`src/rtl/mips_ctrl_pkg.sv`:
```
// Shared constants for the multicycle MIPS controller: opcodes, state encodings, mux selects.
// Latency: n/a (declarations only).
// Backpressure: n/a.
package mips_ctrl_pkg;

    localparam logic [5:0] OP_RTYPE = 6'b000000;
    localparam logic [5:0] OP_LW    = 6'b100011;
    localparam logic [5:0] OP_SW    = 6'b101011;
    localparam logic [5:0] OP_BEQ   = 6'b000100;
    localparam logic [5:0] OP_J     = 6'b000010;
    localparam logic [5:0] OP_ADDI  = 6'b001000;

    typedef enum logic [3:0] {
        S_FETCH     = 4'd0,
        S_DECODE    = 4'd1,
        S_MEM_ADDR  = 4'd2,
        S_MEM_READ  = 4'd3,
        S_MEM_WB    = 4'd4,
        S_MEM_WRITE = 4'd5,
        S_R_EXEC    = 4'd6,
        S_R_WB      = 4'd7,
        S_BRANCH    = 4'd8,
        S_JUMP      = 4'd9,
        S_ADDI_EXEC = 4'd10,
        S_ADDI_WB   = 4'd11
    } state_t;

    localparam logic [1:0] ALU_ADD   = 2'b00;
    localparam logic [1:0] ALU_SUB   = 2'b01;
    localparam logic [1:0] ALU_FUNCT = 2'b10;

    localparam logic [1:0] SRCB_B        = 2'b00;
    localparam logic [1:0] SRCB_FOUR     = 2'b01;
    localparam logic [1:0] SRCB_SEXT     = 2'b10;
    localparam logic [1:0] SRCB_SEXT_SH2 = 2'b11;

    localparam logic [1:0] PCSRC_ALU    = 2'b00;
    localparam logic [1:0] PCSRC_ALUOUT = 2'b01;
    localparam logic [1:0] PCSRC_JUMP   = 2'b10;

    // States that talk to the unified memory and therefore wait on mem_ready.
    function automatic logic is_mem_state(input state_t s);
        return (s == S_FETCH) || (s == S_MEM_READ) || (s == S_MEM_WRITE);
    endfunction

endpackage

```
`src/rtl/mips_mem_wait_timer.sv`:
```
// Counts cycles spent waiting on mem_ready inside one memory state; flags the last allowed wait cycle.
// Latency: at_limit is combinational from the registered count; count updates one cycle after inc.
// Backpressure: none; clr has priority over inc and restarts the count at zero.
module mips_mem_wait_timer #(
    parameter int MEM_WAIT_MAX = 15
) (
    input  logic clk,
    input  logic rst_n,
    input  logic clr,
    input  logic inc,
    output logic at_limit
);

    // The count never passes MEM_WAIT_MAX-1: at that value the access either completes or times out,
    // and both cases clear the counter.
    localparam logic [7:0] LIMIT = 8'(MEM_WAIT_MAX - 1);

    logic [7:0] cnt;

    // Wait-cycle counter with synchronous clear.
    always_ff @(posedge clk) begin
        if (!rst_n || clr) begin
            cnt <= '0;
        end else if (inc) begin
            cnt <= cnt + 8'd1;
        end
    end

    assign at_limit = (cnt == LIMIT);

endmodule

```
`src/rtl/mips_mc_ctrl.sv`:
```
// Multicycle MIPS control FSM: sequences datapath enables/mux selects, counts retired instructions.
// Latency: lw 5, sw/R/addi 4, beq/j 3 cycles; +1 per cycle of mem_ready=0 in a memory state.
// Backpressure: memory states hold on mem_ready=0 up to MEM_WAIT_MAX cycles, then abandon and raise bus_err.
module mips_mc_ctrl
    import mips_ctrl_pkg::*;
#(
    parameter int MEM_WAIT_MAX = 15,
    parameter int CNT_W        = 32
) (
    input  logic             clk,
    input  logic             rst_n,
    input  logic [5:0]       opcode,
    input  logic             zero,
    input  logic             mem_ready,
    output logic             pc_write,
    output logic             pc_write_cond,
    output logic             iord,
    output logic             mem_read,
    output logic             mem_write,
    output logic             ir_write,
    output logic             mdr_write,
    output logic             reg_dst,
    output logic             mem_to_reg,
    output logic             reg_write,
    output logic             alu_src_a,
    output logic [1:0]       alu_src_b,
    output logic [1:0]       alu_op,
    output logic [1:0]       pc_source,
    output logic             bus_err,
    output logic             illegal_op,
    output logic [CNT_W-1:0] retired,
    output logic [3:0]       state_o
);

    state_t state;
    logic   is_sw;
    logic   mem_state;
    logic   at_limit;
    logic   timeout;
    logic   wait_stay;
    logic   retire;
    logic   op_legal;

    mips_mem_wait_timer #(
        .MEM_WAIT_MAX (MEM_WAIT_MAX)
    ) u_wait (
        .clk      (clk),
        .rst_n    (rst_n),
        .clr      (!wait_stay),
        .inc      (wait_stay),
        .at_limit (at_limit)
    );

    // Wait/timeout qualification and end-of-instruction detection.
    always_comb begin
        mem_state = is_mem_state(state);
        timeout   = mem_state && !mem_ready && at_limit;
        wait_stay = mem_state && !mem_ready && !at_limit;
        op_legal  = (opcode == OP_RTYPE) || (opcode == OP_LW) || (opcode == OP_SW) ||
                    (opcode == OP_BEQ)   || (opcode == OP_J)  || (opcode == OP_ADDI);
        retire    = (state == S_MEM_WB) || (state == S_R_WB) || (state == S_BRANCH) ||
                    (state == S_JUMP)   || (state == S_ADDI_WB) ||
                    ((state == S_MEM_WRITE) && mem_ready);
    end

    // State sequencing plus the sticky error flag, latched lw/sw selector and retired counter.
    always_ff @(posedge clk) begin
        if (!rst_n) begin
            state   <= S_FETCH;
            is_sw   <= 1'b0;
            bus_err <= 1'b0;
            retired <= '0;
        end else begin
            if (timeout) bus_err <= 1'b1;
            if (retire)  retired <= retired + CNT_W'(1);
            case (state)
                S_FETCH: begin
                    if (mem_ready)    state <= S_DECODE;
                    else if (timeout) state <= S_FETCH;
                end
                S_DECODE: begin
                    is_sw <= (opcode == OP_SW);
                    case (opcode)
                        OP_RTYPE:     state <= S_R_EXEC;
                        OP_LW, OP_SW: state <= S_MEM_ADDR;
                        OP_BEQ:       state <= S_BRANCH;
                        OP_J:         state <= S_JUMP;
                        OP_ADDI:      state <= S_ADDI_EXEC;
                        default:      state <= S_FETCH;
                    endcase
                end
                S_MEM_ADDR:  state <= is_sw ? S_MEM_WRITE : S_MEM_READ;
                S_MEM_READ: begin
                    if (mem_ready)    state <= S_MEM_WB;
                    else if (timeout) state <= S_FETCH;
                end
                S_MEM_WRITE: begin
                    if (mem_ready || timeout) state <= S_FETCH;
                end
                S_R_EXEC:    state <= S_R_WB;
                S_ADDI_EXEC: state <= S_ADDI_WB;
                default:     state <= S_FETCH;
            endcase
        end
    end

    // Moore decode of the control word; memory-state enables qualified by mem_ready, all zero in reset.
    always_comb begin
        pc_write      = 1'b0;
        pc_write_cond = 1'b0;
        iord          = 1'b0;
        mem_read      = 1'b0;
        mem_write     = 1'b0;
        ir_write      = 1'b0;
        mdr_write     = 1'b0;
        reg_dst       = 1'b0;
        mem_to_reg    = 1'b0;
        reg_write     = 1'b0;
        alu_src_a     = 1'b0;
        alu_src_b     = SRCB_B;
        alu_op        = ALU_ADD;
        pc_source     = PCSRC_ALU;
        illegal_op    = 1'b0;
        if (rst_n) begin
            case (state)
                S_FETCH: begin
                    mem_read  = 1'b1;
                    alu_src_b = SRCB_FOUR;
                    ir_write  = mem_ready;
                    pc_write  = mem_ready;
                end
                S_DECODE: begin
                    alu_src_b  = SRCB_SEXT_SH2;
                    illegal_op = !op_legal;
                end
                S_MEM_ADDR: begin
                    alu_src_a = 1'b1;
                    alu_src_b = SRCB_SEXT;
                end
                S_MEM_READ: begin
                    mem_read  = 1'b1;
                    iord      = 1'b1;
                    mdr_write = mem_ready;
                end
                S_MEM_WB: begin
                    reg_write  = 1'b1;
                    mem_to_reg = 1'b1;
                end
                S_MEM_WRITE: begin
                    mem_write = 1'b1;
                    iord      = 1'b1;
                end
                S_R_EXEC: begin
                    alu_src_a = 1'b1;
                    alu_op    = ALU_FUNCT;
                end
                S_R_WB: begin
                    reg_write = 1'b1;
                    reg_dst   = 1'b1;
                end
                S_BRANCH: begin
                    alu_src_a     = 1'b1;
                    alu_op        = ALU_SUB;
                    pc_write_cond = zero;
                    pc_source     = PCSRC_ALUOUT;
                end
                S_JUMP: begin
                    pc_write  = 1'b1;
                    pc_source = PCSRC_JUMP;
                end
                S_ADDI_EXEC: begin
                    alu_src_a = 1'b1;
                    alu_src_b = SRCB_SEXT;
                end
                S_ADDI_WB: begin
                    reg_write = 1'b1;
                end
                default: begin
                end
            endcase
        end
    end

    assign state_o = state;

endmodule
```
`config.mk`:
```
export PLATFORM = sky130hd
export DESIGN_NAME = mips_mc_ctrl
export DESIGN_NICKNAME = d
export VERILOG_FILES = /design/src/rtl/mips_ctrl_pkg.sv /design/src/rtl/mips_mem_wait_timer.sv /design/src/rtl/mips_mc_ctrl.sv
export SDC_FILE = /design/constraint.sdc
export NUM_CORES = 1
export LEC_CHECK = 0
export ABC_CLOCK_PERIOD_IN_PS = 2400
export CAP_MARGIN = 30
export CORE_MARGIN = 3
export CORE_UTILIZATION = 24
export DETAILED_ROUTE_END_ITERATION = 8
export HOLD_SLACK_MARGIN = 0.02
export MAX_ROUTING_LAYER = met4
export PLACE_DENSITY_LB_ADDON = 0.25
export SYNTH_ARGS = -nofsm -noshare
export SYNTH_HDL_FRONTEND = slang
export SYNTH_SLANG_ARGS = --single-unit
```
`constraint.sdc`:
```
create_clock -name clk -period 2.4 [get_ports clk]
set_clock_uncertainty 0.2 [all_clocks]
set_input_delay 0.6 -clock clk [delete_from_list [all_inputs] [get_ports clk]]
set_output_delay 0.6 -clock clk [all_outputs]
set_load 0.02 [all_outputs]
```
==> results.py <==
metrics = {
    "outcome": {
        "run_status": "completed",
    },
    "grt": {
        "first_pass_grt_wire_length_mm": 12.01,
        "grt_start_max_net_pins": 32,
        "grt_overflow": 0,
        "grt_use_total": 0.1302,
        "via_count_of_the_first_global_routing_pass": 2531,
        "antenna_violations_before_repair": 0,
    },
    "yosys": {
        "yosysSeqAreaShare": 0.3751,
        "synthesis.area_mm2": 0.002455,
        "avgSynthCellArea_um2": 7.868,
        "synth_ff_type": "dfxtp_1",
        "synthDistinctLibCells": 40,
        "synth_edf_count": 0,
        "syn_nets": 325,
        "synth_cells": 312,
        "synthesis.yosys.warnings": 0,
        "number_of_flip_flops_and_latches_in_the_synthesized_netlist": 46,
        "post_synthesis_async_set_or_reset_flop_share": 0,
    },
    "timing": {
        "setup_total_negative_slack_ns": 0,
        "max_slew_margin": 0.5731,
        "clock.fmax_mhz": 422.7,
        "finalHoldViolations": 0,
        "finalWorstSetupSlack_ns": 0.03447,
        "worstMarginPinSlew_ns": 0.6344,
        "setup_viol": 0,
        "period_needed_ns": 2.366,
        "rsz0062_at_grt": "yes",
        "finalMaxSlewViolations": 0,
        "final_min_period_over_clock_period": 0.9856,
    },
    "clocking": {
        "clk_pin_slew_ns": 0.08,
        "max-clock-path-buffers": 2,
        "number_of_levels_the_h_tree_was_split_into": 2,
        "tritoncts": "built",
        "clk_root_buffer_cell": "clkbuf_8",
        "worst_skew_pair.late_latency_ns": 0.29,
        "clock_sink_count": 46,
        "cts-buffers-inserted": 5,
    },
    "route": {
        "drt_first_iter_violations": 91,
        "firstDrtPassIters": 4,
        "wl_per_cell_um": 12.91,
        "routed_via_density": 4.706,
        "remaining_drc_errors": 0,
        "detail_route.wirelength_mm": 7.075,
        "drtAntennaViolNets": 0,
        "route.vias.total": 2579,
    },
    "finish": {
        "insertedDiodeCount": 0,
        "fillerInstances": 1002,
        "most_used_cells_in_the_layout_excluding_fill_and_tap_cells": "buf_4 (49), nor2_1 (42), dfxtp_1 (42)",
        "post-route-cell-area_mm2": 0.003695,
        "nNetsFinal": 427,
        "postLayoutCoreUtil": 0.3746,
        "post_route_cells_drive_above_1_share": 0.2169,
        "layout_commonest_cell": "buf_4",
        "area_delta_synth_final_pct": 50.51,
    },
    "placed_design": {
        "postPlaceCellArea_mm2": 0.003583,
        "gp_congestion": 0.8492,
        "place_ws_ns": -0.6815,
        "place.port_buffers": 64,
        "dp_hpwl_mm": 5.353,
    },
    "die": {
        "floorplan.io_pins": 65,
        "dieArea_mm2": 0.01148,
        "die_h_um": 107.1,
        "floorplan.initialDensity": 0.2489,
        "placeableCoreArea_mm2": 0.009864,
        "num_rows": 36,
        "fp.dieW_um": 107.1,
    },
    "job": {
        "max_cap_viol_count": 0,
    },
    "critical_path": {
        "critPathMaxFanout": 4,
        "critPathLaunch": "rst_n",
        "crit-reg2reg-capture": "retired[31]",
        "crit_required_ns": 1.60,
        "worst_setup_start_kind": "input pin",
        "r2r_slack_ns": 0.11,
        "kind_of_critical_path": "in2out",
        "rr_startpoint": "state_o[3]",
        "endpoint": "pc_write",
        "cp.arrival_ns": 1.57,
        "ff2ff_path_depth": 9,
        "crit_end_element": "output port",
    },
    "pwr": {
        "power.ir.vdd_worst_uv": 212.5,
        "post_route_total_power_mw": 1.461,
        "leakagePower_nw": 1.357,
        "power_density_mw_per_mm2": 395.5,
    },
    "hold_path": {
        "hp-class": "reg2reg",
    },
}
where the power goes:
group          switching [mW]  leakage [nW]  internal [mW]  total (mW)
logic                  0.0713         0.932         0.0560       0.127
registers             0.00611         0.373          0.766       0.772
clock network           0.250        0.0524          0.312       0.562
total                   0.327          1.36           1.13        1.46
state kept, by name (all words and copies together) (netlist names):
register and flops:
retired 32, u_wait.cnt 8, state_o 4, bus_err 1, is_sw 1
cell type report:
cell class	count	area, um^2	share of cell area
sequential	46	925.9	0.2506
tap	133	166.4	0.04504
multi-input combinational	242	1486	0.4023
clock buffer	7	76.32	0.02066
timing repair buffer	113	987.2	0.2672
inverter	6	22.52	0.006096
clock inverter	1	30.03	0.008127
cells by family after synthesis:
| group | count (synthesis) | share of synthesized area |
|---|---|---|
| AOI/OAI and AO/OA | 51 | 0.1259 |
| DFF | 46 | 0.3751 |
| adders and majority gates | 3 | 0.01529 |
| buffers and inverters | 24 | 0.04536 |
| xor gates and xnor gates | 23 | 0.08206 |
| muxes | 3 | 0.01223 |
| and+or+nand+nor | 162 | 0.3440 |
per-stage QoR:
step	instances	hold WS, ns
after CTS	546	0.2735
final	548	0.2661
after floorplan	312	0.2412
after detailed placement	537	0.2537
after global routing	548	0.2997
after global placement	537	0.2486
timing repair:
action | in CTS | in global routing
hold buffers | 0 | 0
setup endpoints to repair | 33 | 19
cloned | 0 | 0
setup buffers | 1 | 2
pin swaps | 3 | 0
gates resized for setup | 74 | 13
critical path, cell delays in order:
cell and delay (ns):
dlygate4sd2_1 0.26, buf_4 0.15, nand3_2 0.07, nor3_2 0.05, or2_2 0.26, buf_2 0.16
cells in the mapped netlist, types with 6 or more instances:
master,instances,share of area
o31ai_1,6,0.018
and3_1,6,0.015
dfxtp_1,46,0.38
xor2_1,17,0.061
nor3_1,12,0.024
clkbuf_1,12,0.018
a21oi_1,24,0.049
nor2_1,45,0.069
xnor2_1,6,0.021
o21ai_0,13,0.027
nor4_1,6,0.015
nand2_1,22,0.034
nand2b_1,6,0.015
and2_1,7,0.018
or3_1,10,0.025
nand4_1,16,0.041
or4_1,6,0.018
nand3_1,13,0.027
how the worst min path moves through the flow:
stage	slack, ns	start	depth (start not counted)	to
2_1_floorplan	0.24	u_wait.cnt[0]	1	u_wait.cnt[0]
3_3_place_gp	0.25	bus_err	2	bus_err
3_5_place_dp	0.25	bus_err	2	bus_err
4_1_cts	0.27	bus_err	2	bus_err
5_1_grt	0.30	retired[31]	2	retired[31]
6_report	0.27	bus_err	2	bus_err
per-layer routing:
metal,wire [um],track usage,vias up
met2,3252,0.2038,40
met3,203,0.01806,8
met1,3501,0.1722,1214
met5,0,-,-
met4,118,0.04658,0
li1,-,-,1317
(Power assumes the default switching activity.)
